`src/rtl/pool_exec_param.sv`:
```
// ---------------------------------------------------------------------------
// pool_exec_param
//   Multi-channel pooling engine. CH lanes run in lock-step; each reduces WIN
//   consecutive accepted samples to one result, either the signed maximum or
//   the floor-average (sum >>> log2(WIN)). The reduction mode is captured on
//   the first beat of each window. A one-entry output buffer with valid/ready
//   lets a result wait for downstream while the next window fills. Only the
//   completing beat of a window stalls when that buffer is still occupied.
//
// Parameters
//   CH   number of lanes
//   DW   sample width (two's complement)
//   WIN  samples per window, power of two in 2..16
//
// Ports
//   clk        rising-edge clock
//   rst        synchronous reset, active-high
//   pool_mode  0 = max, 1 = average (sampled on the first beat of a window)
//   pool_clr   abort the current partial window (pending output is kept)
//   in_valid   in_data carries one sample per lane
//   in_ready   beat is accepted this cycle when in_valid is also high
//   in_data    lane k at [k*DW +: DW]
//   out_valid  out_data holds a completed window result
//   out_ready  downstream takes out_data this cycle
//   out_data   lane k result at [k*DW +: DW]
// ---------------------------------------------------------------------------
module pool_exec_param #(
  parameter int CH  = 16,
  parameter int DW  = 16,
  parameter int WIN = 4
) (
  input  logic             clk,
  input  logic             rst,
  input  logic             pool_mode,
  input  logic             pool_clr,
  input  logic             in_valid,
  output logic             in_ready,
  input  logic [CH*DW-1:0] in_data,
  output logic             out_valid,
  input  logic             out_ready,
  output logic [CH*DW-1:0] out_data
);

  localparam int CW = (WIN > 1) ? $clog2(WIN) : 1;
  localparam int AW = DW + CW;
  localparam logic [CW-1:0] LAST = CW'(WIN - 1);

  if (WIN < 2 || WIN > 16 || (WIN & (WIN - 1)) != 0) begin : g_bad_win
    $error("pool_exec_param: WIN must be a power of two in 2..16");
  end

  function automatic logic signed [DW-1:0] smax(input logic signed [DW-1:0] a,
                                                input logic signed [DW-1:0] b);
    return (a > b) ? a : b;
  endfunction

  function automatic logic signed [AW-1:0] sext(input logic signed [DW-1:0] s);
    return {{CW{s[DW-1]}}, s};
  endfunction

  // Arithmetic shift floors toward -inf; the sum of WIN samples shifted by
  // log2(WIN) always fits back into DW bits.
  function automatic logic signed [DW-1:0] avg_floor(input logic signed [AW-1:0] s);
    logic signed [AW-1:0] sh;
    sh = s >>> CW;
    return sh[DW-1:0];
  endfunction

  logic [CW-1:0]    cnt_p0;
  logic             mode_p0;
  logic [CH*DW-1:0] res_data;
  logic             last_beat;
  logic             accept;
  logic             complete;

  assign last_beat = (cnt_p0 == LAST);
  assign in_ready  = !rst && !pool_clr && !(last_beat && out_valid && !out_ready);
  assign accept    = in_valid && in_ready;
  assign complete  = accept && last_beat;

  // Stage p0: per-lane running max / sum, result folds in the completing beat
  for (genvar k = 0; k < CH; k++) begin : g_lane
    logic signed [DW-1:0] samp;
    logic signed [DW-1:0] max_p0;
    logic signed [AW-1:0] acc_p0;
    logic signed [AW-1:0] sum;

    assign samp = in_data[k*DW +: DW];
    assign sum  = acc_p0 + sext(samp);
    assign res_data[k*DW +: DW] = mode_p0 ? avg_floor(sum) : smax(max_p0, samp);

    always_ff @(posedge clk) begin
      if (rst) begin
        max_p0 <= '0;
        acc_p0 <= '0;
      end else if (accept && !last_beat) begin
        if (cnt_p0 == '0) begin
          max_p0 <= samp;
          acc_p0 <= sext(samp);
        end else begin
          max_p0 <= smax(max_p0, samp);
          acc_p0 <= sum;
        end
      end
    end
  end

  // Shared window control: beat counter and latched mode
  always_ff @(posedge clk) begin
    if (rst) begin
      cnt_p0  <= '0;
      mode_p0 <= 1'b0;
    end else if (pool_clr) begin
      cnt_p0 <= '0;
    end else if (accept) begin
      cnt_p0 <= last_beat ? '0 : cnt_p0 + 1'b1;
      if (cnt_p0 == '0) mode_p0 <= pool_mode;
    end
  end

  // Stage p1: one-entry output buffer; a completion on the same edge as a
  // downstream take overwrites without a bubble
  always_ff @(posedge clk) begin
    if (rst) begin
      out_valid <= 1'b0;
      out_data  <= '0;
    end else if (complete) begin
      out_valid <= 1'b1;
      out_data  <= res_data;
    end else if (out_valid && out_ready) begin
      out_valid <= 1'b0;
    end
  end

endmodule

```
`config.mk`:
```
export PLATFORM = sky130hd
export DESIGN_NAME = pool_exec_param
export DESIGN_NICKNAME = d
export VERILOG_FILES = /design/src/rtl/pool_exec_param.sv
export SDC_FILE = /design/constraint.sdc
export NUM_CORES = 2
export LEC_CHECK = 0
export ABC_AREA = 1
export BUFFER_PORTS_ARGS = -buffer_cell sky130_fd_sc_hd__buf_4
export CAP_MARGIN = 0
export CORE_MARGIN = 8
export CORE_UTILIZATION = 61
export CTS_CLUSTER_SIZE = 14
export DETAILED_ROUTE_END_ITERATION = 8
export PLACE_DENSITY = 0.83
export SLEW_MARGIN = 20
export SYNTH_ARGS = -nofsm -noshare
export SYNTH_HDL_FRONTEND = slang
export SYNTH_SLANG_ARGS = --single-unit
```
`constraint.sdc`:
```
create_clock -name clk -period 2.94 [get_ports clk]
set_input_delay 0.147 -clock clk [delete_from_list [all_inputs] [get_ports clk]]
set_output_delay 0.147 -clock clk [all_outputs]
set_load 0.01 [all_outputs]
```
==> metrics.txt <==
# TYPE chip_impl_metric gauge
chip_impl_metric{name="clock_skew",unit="ps"} 32.1
chip_impl_metric{name="grt_max_degree",unit=""} 182
chip_impl_metric{name="final_util",unit=""} 0.728
chip_impl_metric{name="netlist-cell-type-count",unit=""} 41
chip_impl_metric{name="rr_worst_depth",unit=""} 10
chip_impl_metric{name="timing.final.crit_period",unit="ps"} 2800
chip_impl_info{name="crit_path_start_kind",value="flip-flop"} 1
chip_impl_metric{name="power-per-cell-area",unit="nW/um^2"} 438
chip_impl_info{name="post-synth-top-area-cell",value="sky130_fd_sc_hd__dfxtp_1"} 1
chip_impl_metric{name="global_route.overflow_total",unit=""} 0
chip_impl_metric{name="cp_data_arrival_time",unit="ps"} 3410
chip_impl_metric{name="max_slew.worst_pin.slew",unit="ps"} 1020
chip_impl_metric{name="synth_seq_cells",unit=""} 804
chip_impl_info{name="root_buffer",value="sky130_fd_sc_hd__clkbuf_16"} 1
chip_impl_info{name="whs_endpoint",value="cnt_p0[1]"} 1
chip_impl_metric{name="timing.critical_path.fanout_max",unit=""} 37
chip_impl_metric{name="die_height",unit="um"} 326
chip_impl_metric{name="worst_slack",unit="ps"} 139
chip_impl_info{name="worst-setup-path-type",value="reg2reg"} 1
chip_impl_metric{name="final-hold-violation-count",unit=""} 0
chip_impl_info{name="maxUsedRoutingLayer",value="met5"} 1
chip_impl_metric{name="cp.buffers_inverters",unit=""} 4
chip_impl_metric{name="drt.antenna.violating_nets",unit=""} 0
chip_impl_metric{name="routed_vias_inst",unit=""} 6.16
chip_impl_metric{name="firstDrtPassIters",unit=""} 9
chip_impl_info{name="slowest_stage",value="sky130_fd_sc_hd__dlygate4sd3_1"} 1
chip_impl_metric{name="setup_tns",unit="ps"} 0
chip_impl_info{name="regToRegStartpoint",value="cnt_p0[0]"} 1
chip_impl_info{name="cp_cell_sequence",value="ha_1 -> a31oi_2 -> and2_1 -> buf_4 -> nand2_8 -> inv_8 -> buf_8 -> o21ai_1 -> a21oi_1 -> dlygate4sd3_1"} 1
chip_impl_metric{name="route.met3.wl",unit="um"} 22700
chip_impl_metric{name="ff2ff_setup_slack",unit="ps"} 140
chip_impl_metric{name="ctsHtreeMaxLevel",unit=""} 3
chip_impl_metric{name="final_layout_size_suffix_gt1_frac",unit=""} 0.0963
chip_impl_metric{name="routed_wire_length_per_instance",unit="um"} 19.3
chip_impl_metric{name="floorplan.initialDensity",unit=""} 0.615
chip_impl_info{name="run_status",value="complete, no violations"} 1
chip_impl_metric{name="nNetsFinal",unit=""} 10400
chip_impl_metric{name="synthesis.nets",unit=""} 9792
chip_impl_metric{name="cts.path.max_buffers",unit=""} 3
chip_impl_metric{name="core",unit="um^2"} 95000
chip_impl_metric{name="critical_path.max_stage_delay",unit="ps"} 560
chip_impl_metric{name="pre_cts_ws",unit="ps"} 293
chip_impl_metric{name="floorplan.die_area",unit="um^2"} 106000
chip_impl_metric{name="chipWidth",unit="um"} 326
chip_impl_info{name="clock_tree_from_tritoncts",value="built"} 1
chip_impl_metric{name="synth.cell_area",unit="um^2"} 58400
chip_impl_metric{name="final_count_of_pins_violating_max_slew",unit=""} 0
chip_impl_metric{name="maxCapViolCount",unit=""} 0
chip_impl_metric{name="p_leak",unit="nW"} 34.0
chip_impl_metric{name="synthDominantCellAreaShare",unit=""} 0.275
chip_impl_metric{name="crit_required",unit="ps"} 3550
chip_impl_metric{name="report.final.setup_viol",unit=""} 0
chip_impl_metric{name="area.growth.synth_to_final",unit="%"} 18.4
chip_impl_metric{name="detailedPlacementHpwl",unit="um"} 145000
chip_impl_metric{name="first_global_vias",unit=""} 64300
chip_impl_metric{name="worstSetupPathDepth",unit=""} 10
chip_impl_metric{name="numPlacedInstances",unit=""} 10500
chip_impl_info{name="hp-start",value="in_valid"} 1
chip_impl_metric{name="clk_transition_reported_paths",unit="ps"} 60
chip_impl_metric{name="cts.sink_count",unit=""} 804
chip_impl_metric{name="vdd_drop_max",unit="uV"} 425
chip_impl_metric{name="final_cell_area",unit="um^2"} 69200
chip_impl_metric{name="global_route_wire_length_before_repair",unit="um"} 337000
chip_impl_metric{name="remaining_drc_errors",unit=""} 0
chip_impl_info{name="grt_setup_unrepaired",value="false"} 1
chip_impl_metric{name="highest_clock_rate",unit="MHz"} 357
chip_impl_metric{name="fillCellCount",unit=""} 7842
chip_impl_metric{name="slew_headroom",unit=""} 0.317
chip_impl_metric{name="grt_antenna_before_repair",unit=""} 29
chip_impl_metric{name="synth.yosys.warnings",unit=""} 0
chip_impl_info{name="r2r-end",value="g_lane[13].max_p0[7]"} 1
chip_impl_info{name="worstSetupEndpointType",value="flip-flop"} 1
chip_impl_metric{name="m1WireLength",unit="um"} 83400
chip_impl_metric{name="synthCells",unit=""} 8984
chip_impl_info{name="worst_hold_class",value="in2reg"} 1
chip_impl_metric{name="num_vias",unit=""} 67400
chip_impl_metric{name="post-cts-setup-buffer-count",unit=""} 0
chip_impl_metric{name="post_layout_nonfiller_instances",unit=""} 10900
chip_impl_metric{name="drt_wl_total",unit="um"} 212000
chip_impl_metric{name="hold_depth",unit=""} 4
chip_impl_metric{name="route.met2.wl",unit="um"} 92900
chip_impl_metric{name="pin_count",unit=""} 520
chip_impl_info{name="yosys-top-cells-area",value="sky130_fd_sc_hd__dfxtp_1 (28%), sky130_fd_sc_hd__nand2_1 (16%), sky130_fd_sc_hd__a21oi_1 (12%), sky130_fd_sc_hd__ha_1 (11%), sky130_fd_sc_hd__nand3_1 (6.9%)"} 1
chip_impl_metric{name="finalCritPeriodShare",unit=""} 0.953
chip_impl_metric{name="syn-mean-instance-area",unit="um^2"} 6.51
chip_impl_metric{name="worstSkewPairLatency",unit="ps"} 690
chip_impl_metric{name="tritoncts.num_buffers",unit=""} 91
chip_impl_metric{name="row_count",unit=""} 113
chip_impl_metric{name="postPlaceCellArea",unit="um^2"} 63500
chip_impl_metric{name="dr.first_iter.drc_count",unit=""} 8280
chip_impl_metric{name="place.gp.congestion",unit=""} 0.998
chip_impl_info{name="cell_class_contributing_the_biggest_share_of_worst_path_delay",value="buffers and inverters"} 1
chip_impl_metric{name="grt_usage",unit=""} 0.376
chip_impl_metric{name="placement.io_buffers",unit=""} 519
chip_impl_metric{name="ys_seq_area_frac",unit=""} 0.275
[metal layers]
layer  vias up  track usage
met5         -            0
met4        14        0.198
met3       859       0.0835
met2      3933        0.595
met1     30800        0.477
li1      31800            -
[synthesized netlist by cell type, drive strengths merged]
cell	n
nor4	1
xnor2	54
o221ai	3
o21a	7
a21oi	1369
a21boi	11
nand3b	24
nand2	2428
clkinv	8
o21ba	3
o21ai	726
nor3	67
nand4	303
a31o	10
dfxtp	804
o211ai	13
a21o	62
buf	114
fa	16
nor2	287
xor2	86
o31ai	7
o21bai	76
and2	1
a211oi	6
a31oi	17
or2	75
clkbuf	328
ha	530
inv	748
nand3	800
[placed cells by master (no fill, tap or decap), types with 24 or more instances in the layout]
cell type and instances:
sky130_fd_sc_hd__buf_4 648, sky130_fd_sc_hd__o21ai_1 354, sky130_fd_sc_hd__xnor2_1 54, sky130_fd_sc_hd__ha_1 529, sky130_fd_sc_hd__buf_12 31, sky130_fd_sc_hd__a21o_1 62, sky130_fd_sc_hd__clkbuf_16 93, sky130_fd_sc_hd__a21oi_1 1369
sky130_fd_sc_hd__nand2_1 2426, sky130_fd_sc_hd__o21bai_1 76, sky130_fd_sc_hd__nand3_1 799, sky130_fd_sc_hd__inv_1 742, sky130_fd_sc_hd__dfxtp_1 803, sky130_fd_sc_hd__nor3_1 67, sky130_fd_sc_hd__xor2_1 86, sky130_fd_sc_hd__or2_2 74
sky130_fd_sc_hd__diode_2 29, sky130_fd_sc_hd__dlygate4sd3_1 264, sky130_fd_sc_hd__nor2_1 287, sky130_fd_sc_hd__nand3b_1 24, sky130_fd_sc_hd__nand4_1 303, sky130_fd_sc_hd__o21ai_0 372
[cell families after synthesis]
logic type               Yosys count  synth area share
AO/OA/AOI/OAI                   2310             0.207
XOR/XNOR                         140            0.0210
adder cells (fa/ha/maj)          546             0.119
buffers and inverters           1198            0.0850
flip-flops                       804             0.275
AND/OR/NAND/NOR                 3986             0.293
[worst register-to-register path, stage by stage, from the launching register on]
cell,delay (ps)
sky130_fd_sc_hd__dfxtp_1,340
sky130_fd_sc_hd__ha_1,300
sky130_fd_sc_hd__a31oi_2,230
sky130_fd_sc_hd__and2_1,280
sky130_fd_sc_hd__buf_4,210
sky130_fd_sc_hd__nand2_8,80
sky130_fd_sc_hd__inv_8,220
sky130_fd_sc_hd__buf_8,310
sky130_fd_sc_hd__o21ai_1,90
sky130_fd_sc_hd__a21oi_1,140
sky130_fd_sc_hd__dlygate4sd3_1,560
[metrics by stage]
step | hold slack [ps] | total power [mW]
3_5_place_dp | 457 | 18.2
4_1_cts | 102 | 30.1
6_report | 128 | 30.3
3_3_place_gp | 452 | 18.0
2_1_floorplan | 332 | 16.2
5_1_grt | 131 | 31.5
[worst max-delay path by stage]
stage / startpoint / end
6_report: cnt_p0[0] / g_lane[13].max_p0[7]
5_1_grt: cnt_p0[0] / out_data[38]
4_1_cts: cnt_p0[0] / g_lane[13].max_p0[7]
3_5_place_dp: cnt_p0[0] / g_lane[5].acc_p0[15]
3_3_place_gp: cnt_p0[0] / g_lane[5].max_p0[15]
2_1_floorplan: g_lane[11].max_p0[15] / out_data[181]
[area by class of cell]
type	count	area (um^2)	share of cell area
multi-input combinational	6982	37400	0.541
sequential	804	16100	0.233
timing repair buffer	945	8160	0.118
inverter	756	2880	0.0415
clock buffer	128	2650	0.0383
tap	1265	1580	0.0229
clock inverter	36	347	0.00501
antenna	29	72.6	0.00105
[power by group]
group	leakage (nW)	internal [mW]	switching, mW
Clock	1.46	6.72	5.04
Combinational	26.0	2.49	4.46
Sequential	6.55	11.3	0.300
Total	34.0	20.5	9.80
[flip-flops by register name, indices dropped and copies added (netlist names)]
| name | flops |
|---|---|
| out_data | 256 |
| g_lane.max_p0 | 256 |
| cnt_p0 | 2 |
| out_valid | 1 |
| mode_p0 | 1 |
| g_lane.acc_p0 | 288 |
[what timing repair did]
action	CTS	global route
gates resized for setup	0	3
endpoints found under the setup margin	0	1
hold endpoints to repair	773	0
hold buffers	264	0
Note: power is estimated with default switching activity, not from simulation.
